--- src/rtl/fetch_sequencer.sv ---
// fetch_sequencer: owns the program counter, reads the instruction memory,
// buffers {pc, instr} pairs in a small prefetch queue and hands them to
// decode. Handles branch redirects, stalls, halt on a zero word and a
// sticky fault on misaligned redirect targets.
//
// Handshake: an entry transfers to decode on a rising edge where
// out_valid && out_ready. out_valid/out_instr/out_pc come from registers
// only and hold steady while out_valid && !out_ready.
module fetch_sequencer #(
  parameter int              AW       = 12,
  parameter int              DW       = 32,
  parameter int              DEPTH    = 2,
  parameter logic [AW-1:0]   RESET_PC = '0
) (
  input  logic          clk,
  input  logic          reset,
  input  logic          start,
  output logic [AW-1:0] imem_addr,
  input  logic [DW-1:0] imem_data,
  input  logic          redirect_valid,
  input  logic [AW-1:0] redirect_pc,
  output logic          out_valid,
  output logic [DW-1:0] out_instr,
  output logic [AW-1:0] out_pc,
  input  logic          out_ready,
  output logic          halted,
  output logic          fault,
  output logic [1:0]    state_dbg
);

  localparam int PW = (DEPTH > 1) ? $clog2(DEPTH) : 1;
  localparam int CW = PW + 1;

  typedef enum logic [1:0] {
    S_IDLE  = 2'd0,
    S_RUN   = 2'd1,
    S_HALT  = 2'd2,
    S_FAULT = 2'd3
  } state_t;

  state_t        state;
  logic [AW-1:0] pc;
  logic [DW-1:0] q_instr [DEPTH];
  logic [AW-1:0] q_pc    [DEPTH];
  logic [PW-1:0] rd_ptr;
  logic [PW-1:0] wr_ptr;
  logic [CW-1:0] count;

  logic pop;
  logic redir;
  logic redir_aligned;
  logic fetch;
  logic zero_word;
  logic push;

  // In-cycle event decode; a redirect (outside FAULT) overrides fetch and pop.
  always_comb begin
    pop           = out_valid && out_ready;
    redir         = redirect_valid && (state != S_FAULT);
    redir_aligned = redir && (redirect_pc[1:0] == 2'b00);
    fetch         = (state == S_RUN) && !redir &&
                    ((count < CW'(DEPTH)) || pop);
    zero_word     = (imem_data == '0);
    push          = fetch && !zero_word;
  end

  // Control state, PC, queue pointers and occupancy.
  always_ff @(posedge clk) begin
    if (reset) begin
      state  <= S_IDLE;
      pc     <= RESET_PC;
      rd_ptr <= '0;
      wr_ptr <= '0;
      count  <= '0;
    end else if (redir) begin
      rd_ptr <= '0;
      wr_ptr <= '0;
      count  <= '0;
      if (redir_aligned) begin
        pc    <= redirect_pc;
        state <= S_RUN;
      end else begin
        state <= S_FAULT;
      end
    end else begin
      case (state)
        S_IDLE:  if (start) state <= S_RUN;
        S_RUN:   if (fetch && zero_word) state <= S_HALT;
        default: state <= state;
      endcase
      if (push) begin
        wr_ptr <= wr_ptr + PW'(1);
        pc     <= pc + AW'(4);
      end
      if (pop) rd_ptr <= rd_ptr + PW'(1);
      count <= count + CW'(push) - CW'(pop);
    end
  end

  // Queue storage; contents are don't-care until counted valid.
  always_ff @(posedge clk) begin
    if (push) begin
      q_instr[wr_ptr] <= imem_data;
      q_pc[wr_ptr]    <= pc;
    end
  end

  // Outputs are pure functions of registered state.
  always_comb begin
    imem_addr = pc;
    out_valid = (count != '0);
    out_instr = out_valid ? q_instr[rd_ptr] : '0;
    out_pc    = out_valid ? q_pc[rd_ptr] : '0;
    halted    = (state == S_HALT);
    fault     = (state == S_FAULT);
    state_dbg = state;
  end

endmodule

--- config.mk ---
export PLATFORM = sky130hd
export DESIGN_NAME = fetch_sequencer
export DESIGN_NICKNAME = d
export VERILOG_FILES = /design/src/rtl/fetch_sequencer.sv
export SDC_FILE = /design/constraint.sdc
export NUM_CORES = 1
export LEC_CHECK = 0
export ABC_AREA = 1
export CORE_MARGIN = 4
export CORE_UTILIZATION = 50
export DETAILED_ROUTE_END_ITERATION = 7
export PLACE_DENSITY = 0.84
export SETUP_SLACK_MARGIN = 0.1
export SLEW_MARGIN = 5
export SYNTH_ARGS = -nofsm -noshare
export SYNTH_HDL_FRONTEND = slang
export SYNTH_SLANG_ARGS = --single-unit
export TNS_END_PERCENT = 50
--- constraint.sdc ---
create_clock -name clk -period 5.4 [get_ports clk]
set_input_delay 0.81 -clock clk [delete_from_list [all_inputs] [get_ports clk]]
set_output_delay 0.81 -clock clk [all_outputs]
set_load 0.005 [all_outputs]
# Word-level counts from Yosys, hierarchy flattened
# Memory sizes are Yosys's and may differ from the RTL's. A register that Yosys moved wholly into a read port is not among the register bits.
# Cells that the tools add are included.
[word_totals]
register_bits = 18
ramBits = 88
in_bits = 49
out_inout_bits = 61
elab_cells = 55
mem_count = 2
[classes]
addsub = 5
magnitude_cmp = 1
eq_ne = 7
mux = 16
n_reduce_logical = 19
[mem_list]
columns = ["name", "depth", "width", "read_ports", "rd_ports_with_merged_regs", "write_ports", "line", "text"]
rows = [
  ["q_instr", 2, 32, 1, 1, 1, "43", "logic [DW-1:0] q_instr [DEPTH];"],
  ["q_pc", 2, 12, 1, 1, 1, "44", "logic [AW-1:0] q_pc [DEPTH];"],
]
[op_table]
columns = ["cell", "n"]
rows = [
  ["$mux W12", 4],
  ["$logic_not A32 Y1", 1],
  ["$mux W32", 1],
  ["$add A12 B3 Y12 const B", 1],
  ["$mux W2", 4],
  ["$logic_and A1 B1 Y1", 7],
  ["$mux W1", 6],
  ["$eq A2 B2 Y1 const B", 2],
  ["$logic_not A2 Y1", 2],
  ["$pmux W2 S2", 1],
  ["$reduce_bool A2 Y1", 2],
  ["$ne A3 B2 Y1 const B", 1],
  ["$ne A3 B3 Y1 const B", 1],
  ["$reduce_and A3 Y1", 1],
  ["$reduce_bool A3 Y1", 1],
  ["$add A1 B1 Y1 const B", 2],
  ["$add A2 B1 Y2", 1],
  ["$eq A2 B1 Y1 const B", 1],
  ["$logic_not A1 Y1", 2],
  ["$lt A2 B2 Y1 const B", 1],
  ["$ne A2 B1 Y1 const B", 1],
  ["$ne A2 B2 Y1 const B", 1],
  ["$reduce_and A2 Y1", 1],
  ["$reduce_or A2 Y1", 1],
  ["other kinds (2)", 2],
]

# Longest topological paths before layout
[logic_depth]
word_depth = 9
mapped_depth = 10

# Worst setup path after synthesis
# Ideal clock, no wire load.
[synth_timing]
path_type = "input to register"
startpoint = "input port out_ready"
endpoint = "memory q_instr[0][0], enable pin"
setup_ps = 447
arrival_time_ps = 3084
required_time_ps = 4953
path_slack_ps = 1869
stages = 5
path_buffers = 0
cell_sequence = "nor2_1 inv_1 nand2_2 o21bai_4 nor2_1"
[synth_via]
elab_chain_len = 6
[synth_lines]
columns = ["element", "line", "text"]
rows = [
  ["start: declaration", "25", "input logic out_ready,"],
  ["$logic_and A1 B1 Y1", "58", "pop = out_valid && out_ready;"],
  ["$logic_or A1 B1 Y1", "62", "((count < CW'(DEPTH)) || pop);"],
  ["$logic_and A1 B1 Y1", "61", "fetch = (state == S_RUN) && !redir &&"],
  ["$logic_and A1 B1 Y1", "64", "push = fetch && !zero_word;"],
  ["$mux W1", "102", "if (push) begin"],
  ["$mux W1 (implied by the code)", "103", "q_instr[wr_ptr] <= imem_data;"],
  ["end: declaration", "43", ""],
]
# No other way between the ends.

==> flow_summary.yaml <==
cells_and_area:
  area_growth_pct: 31.2
  final_cell_mix: "nand2_1, clkdlybuf4s50_1, edfxtp_1"
  n_antenna_cell: 0
  drive_above_1_share_pct: 6.55
  final_nets: 598
  final_core_util_pct: 67.7
  layout_commonest_cell: "nand2_1"
grt:
  antenna_found_initial: 0
  grt_max_degree: 48
  grt_pass1_vias: 3333
  grt_use_total_pct: 20.0
  grt_pass1_wl_mm: 16.0
  grt-ovfl-total: 0
synthesis:
  syn-cell-area_sq_mm: 0.00450
  synth_area_per_cell_sq_um: 10.3
  synthAdderAreaFrac_pct: 0.834
  synth_compound_area_share_pct: 8.23
  synth_top_area_share_pct: 58.7
  muxShareOfSynthArea_pct: 0
  yosysUniqueCellTypes: 28
  yosysWarnings: 0
  synthCells: 439
  synth-seq-cells: 107
  synth_fp_nets: 491
  synth-simple-area-share_pct: 19.8
  synth_top_family_by_area: "simple AND/OR/NAND/NOR gates"
  synth_top_cell_by_area: "edfxtp_1"
  netlist_top_cells_area: "edfxtp_1, nand2_1, dfxtp_1"
  yosysSeqAreaShare_pct: 67.2
  synth_xor_xnor_area_share_pct: 0.389
floorplan:
  dieWidth_microns: 103
  core-area_sq_mm: 0.00872
  initial_core_util_pct: 51.6
  dieArea_sq_mm: 0.0106
  num_rows: 34
  pin_count: 110
  die_y_microns: 103
routing:
  avgViaCountPerCell: 5.14
  drc_errors: 0
  ant_nets: 0
  drt_iter0_markers: 131
  routed_wl_mm: 10.3
  dr.pass1.iters: 4
  num_vias: 3385
  avgRoutedWirePerCell_microns: 15.7
pwr:
  total_leakage_power_nw: 2.16
  ir_drop_mv: 0.141
  power_density_mw_per_mm2: 278
clock_network:
  cts.clk_slew.worst_paths_ns: 0.09
  post-cts-setup-buffer-count: 0
  cts_htree_levels: 3
  clock_sinks: 107
  cts_tree: "built"
  numCtsBuffers: 9
  root_buffer: "clkbuf_8"
  cts_resized: 0
  cts.path.max_buffers: 2
  worstSkewPairLatency_ns: 0.36
  holdBufCountCts: 0
timing:
  tns_ns: 0
  max_freq_ghz: 0.299
  setup_viol_count_final: 0
  period_minus_slack_ns: 3.34
  fin_crit_sh_pct: 61.9
  maxSlewViolCount: 0
  maxSlewHeadroom_pct: 26.5
  finClkSkew_ns: 0.00736
  hold_viol: 0
  rsz0062_at_grt: "false"
  tightest_slew_ns: 1.10
outcome:
  status: "complete, no violations"
worst_setup_path:
  worstSetupPathType: "reg2out"
  crit_path_end_kind: "primary output"
  required_ns: 4.59
  critPathLaunchType: "flip-flop"
  arrival_ns: 2.53
  crit_fanout: 45
placed_design:
  port_buffers: 109
  hpwl_mm: 7.00
  routabilityCongestion: 0.838
min_path:
  hold_path.class: "reg2reg"
job:
  maxCapViolations: 0
==> where the power goes <==
| group | total (mW) | switching [mW] | internal [mW] |
|---|---|---|---|
| logic | 0.212 | 0.106 | 0.107 |
| clock network | 0.483 | 0.245 | 0.237 |
| registers | 0.949 | 0.0213 | 0.928 |
| total | 1.64 | 0.372 | 1.27 |
==> synthesized netlist by cell type (all sizes together) <==
cell and count:
o21bai 1, xnor2 1, dfxtp 19, nand4 2
edfxtp 88, nand3 15, clkinv 1, o21a 1
a31oi 1, clkbuf 10, inv 23, nor2 50
nand3b 1, a21oi 54, buf 7, nand2 146
o21ai 12, ha 3, or2 2, a21o 1
xor2 1
==> final timing paths <==
| kind | startpoint | to | slack (ns) | cells past startpoint |
|---|---|---|---|---|
| worst max-delay path | flip-flop | out_instr[22] | 2.06 | 6 |
| worst max register to register | count[0] | count[1] | 2.96 | 7 |
| worst min register to register | imem_addr[0] | imem_addr[0] | 0.50 | 2 |
| worst min-delay path | imem_addr[0] | imem_addr[0] | 0.50 | 2 |
==> flip-flops by register name (all words and copies together) (netlist names), named ones only <==
name	flops
q_pc	24
imem_addr	12
state_dbg	2
q_instr	64
wr_ptr	1
count	2
rd_ptr	1
==> logic make-up after synthesis <==
kind of cell	Yosys count
buffers and inverters	41
AOI/OAI and AO/OA	70
DFF	107
xor gates and xnor gates	2
adders and majority gates	3
and+or+nand+nor	216
==> worst max-delay path: stages (launching register included) <==
cell and delay [ns]:
dfxtp_1 0.32, buf_4 0.40, clkinv_1 0.39, buf_4 0.36
nand2_1 0.11, a21oi_1 0.08, clkdlybuf4s50_1 0.50
==> metrics by stage <==
| stage | std cells | hold WS (ns) | instance area (sq um) | power [mW] | worst slack, ns |
|---|---|---|---|---|---|
| 3_3_place_gp | 643 | 0.478 | 5710 | 1.17 | 2.40 |
| 4_1_cts | 658 | 0.501 | 5900 | 1.65 | 2.01 |
| 2_1_floorplan | 439 | 0.453 | 4500 | 1.06 | 1.87 |
| 3_5_place_dp | 643 | 0.487 | 5710 | 1.18 | 2.31 |
| 5_1_grt | 658 | 0.514 | 5900 | 1.71 | 1.84 |
| 6_report | 658 | 0.503 | 5900 | 1.64 | 2.06 |
==> layer usage <==
metal | vias to the layer above | GRT usage [%] | share of wire (%)
met5 | - | 0 | 0
li1 | 1685 | - | -
met4 | 0 | 7.57 | 1.9
met3 | 17 | 3.86 | 5.9
met2 | 106 | 35.6 | 53
met1 | 1577 | 24.1 | 40
==> final cells by class <==
type / instances / area, sq um
fillers: 634 / 2820
well taps: 108 / 135
flip-flops and latches: 107 / 3020
multi-input cells: 291 / 1340
clock inverters: 2 / 35.0
repair buffers: 113 / 1120
clock buffers: 13 / 159
inverters: 24 / 90.1
(Power assumes the default switching activity.)
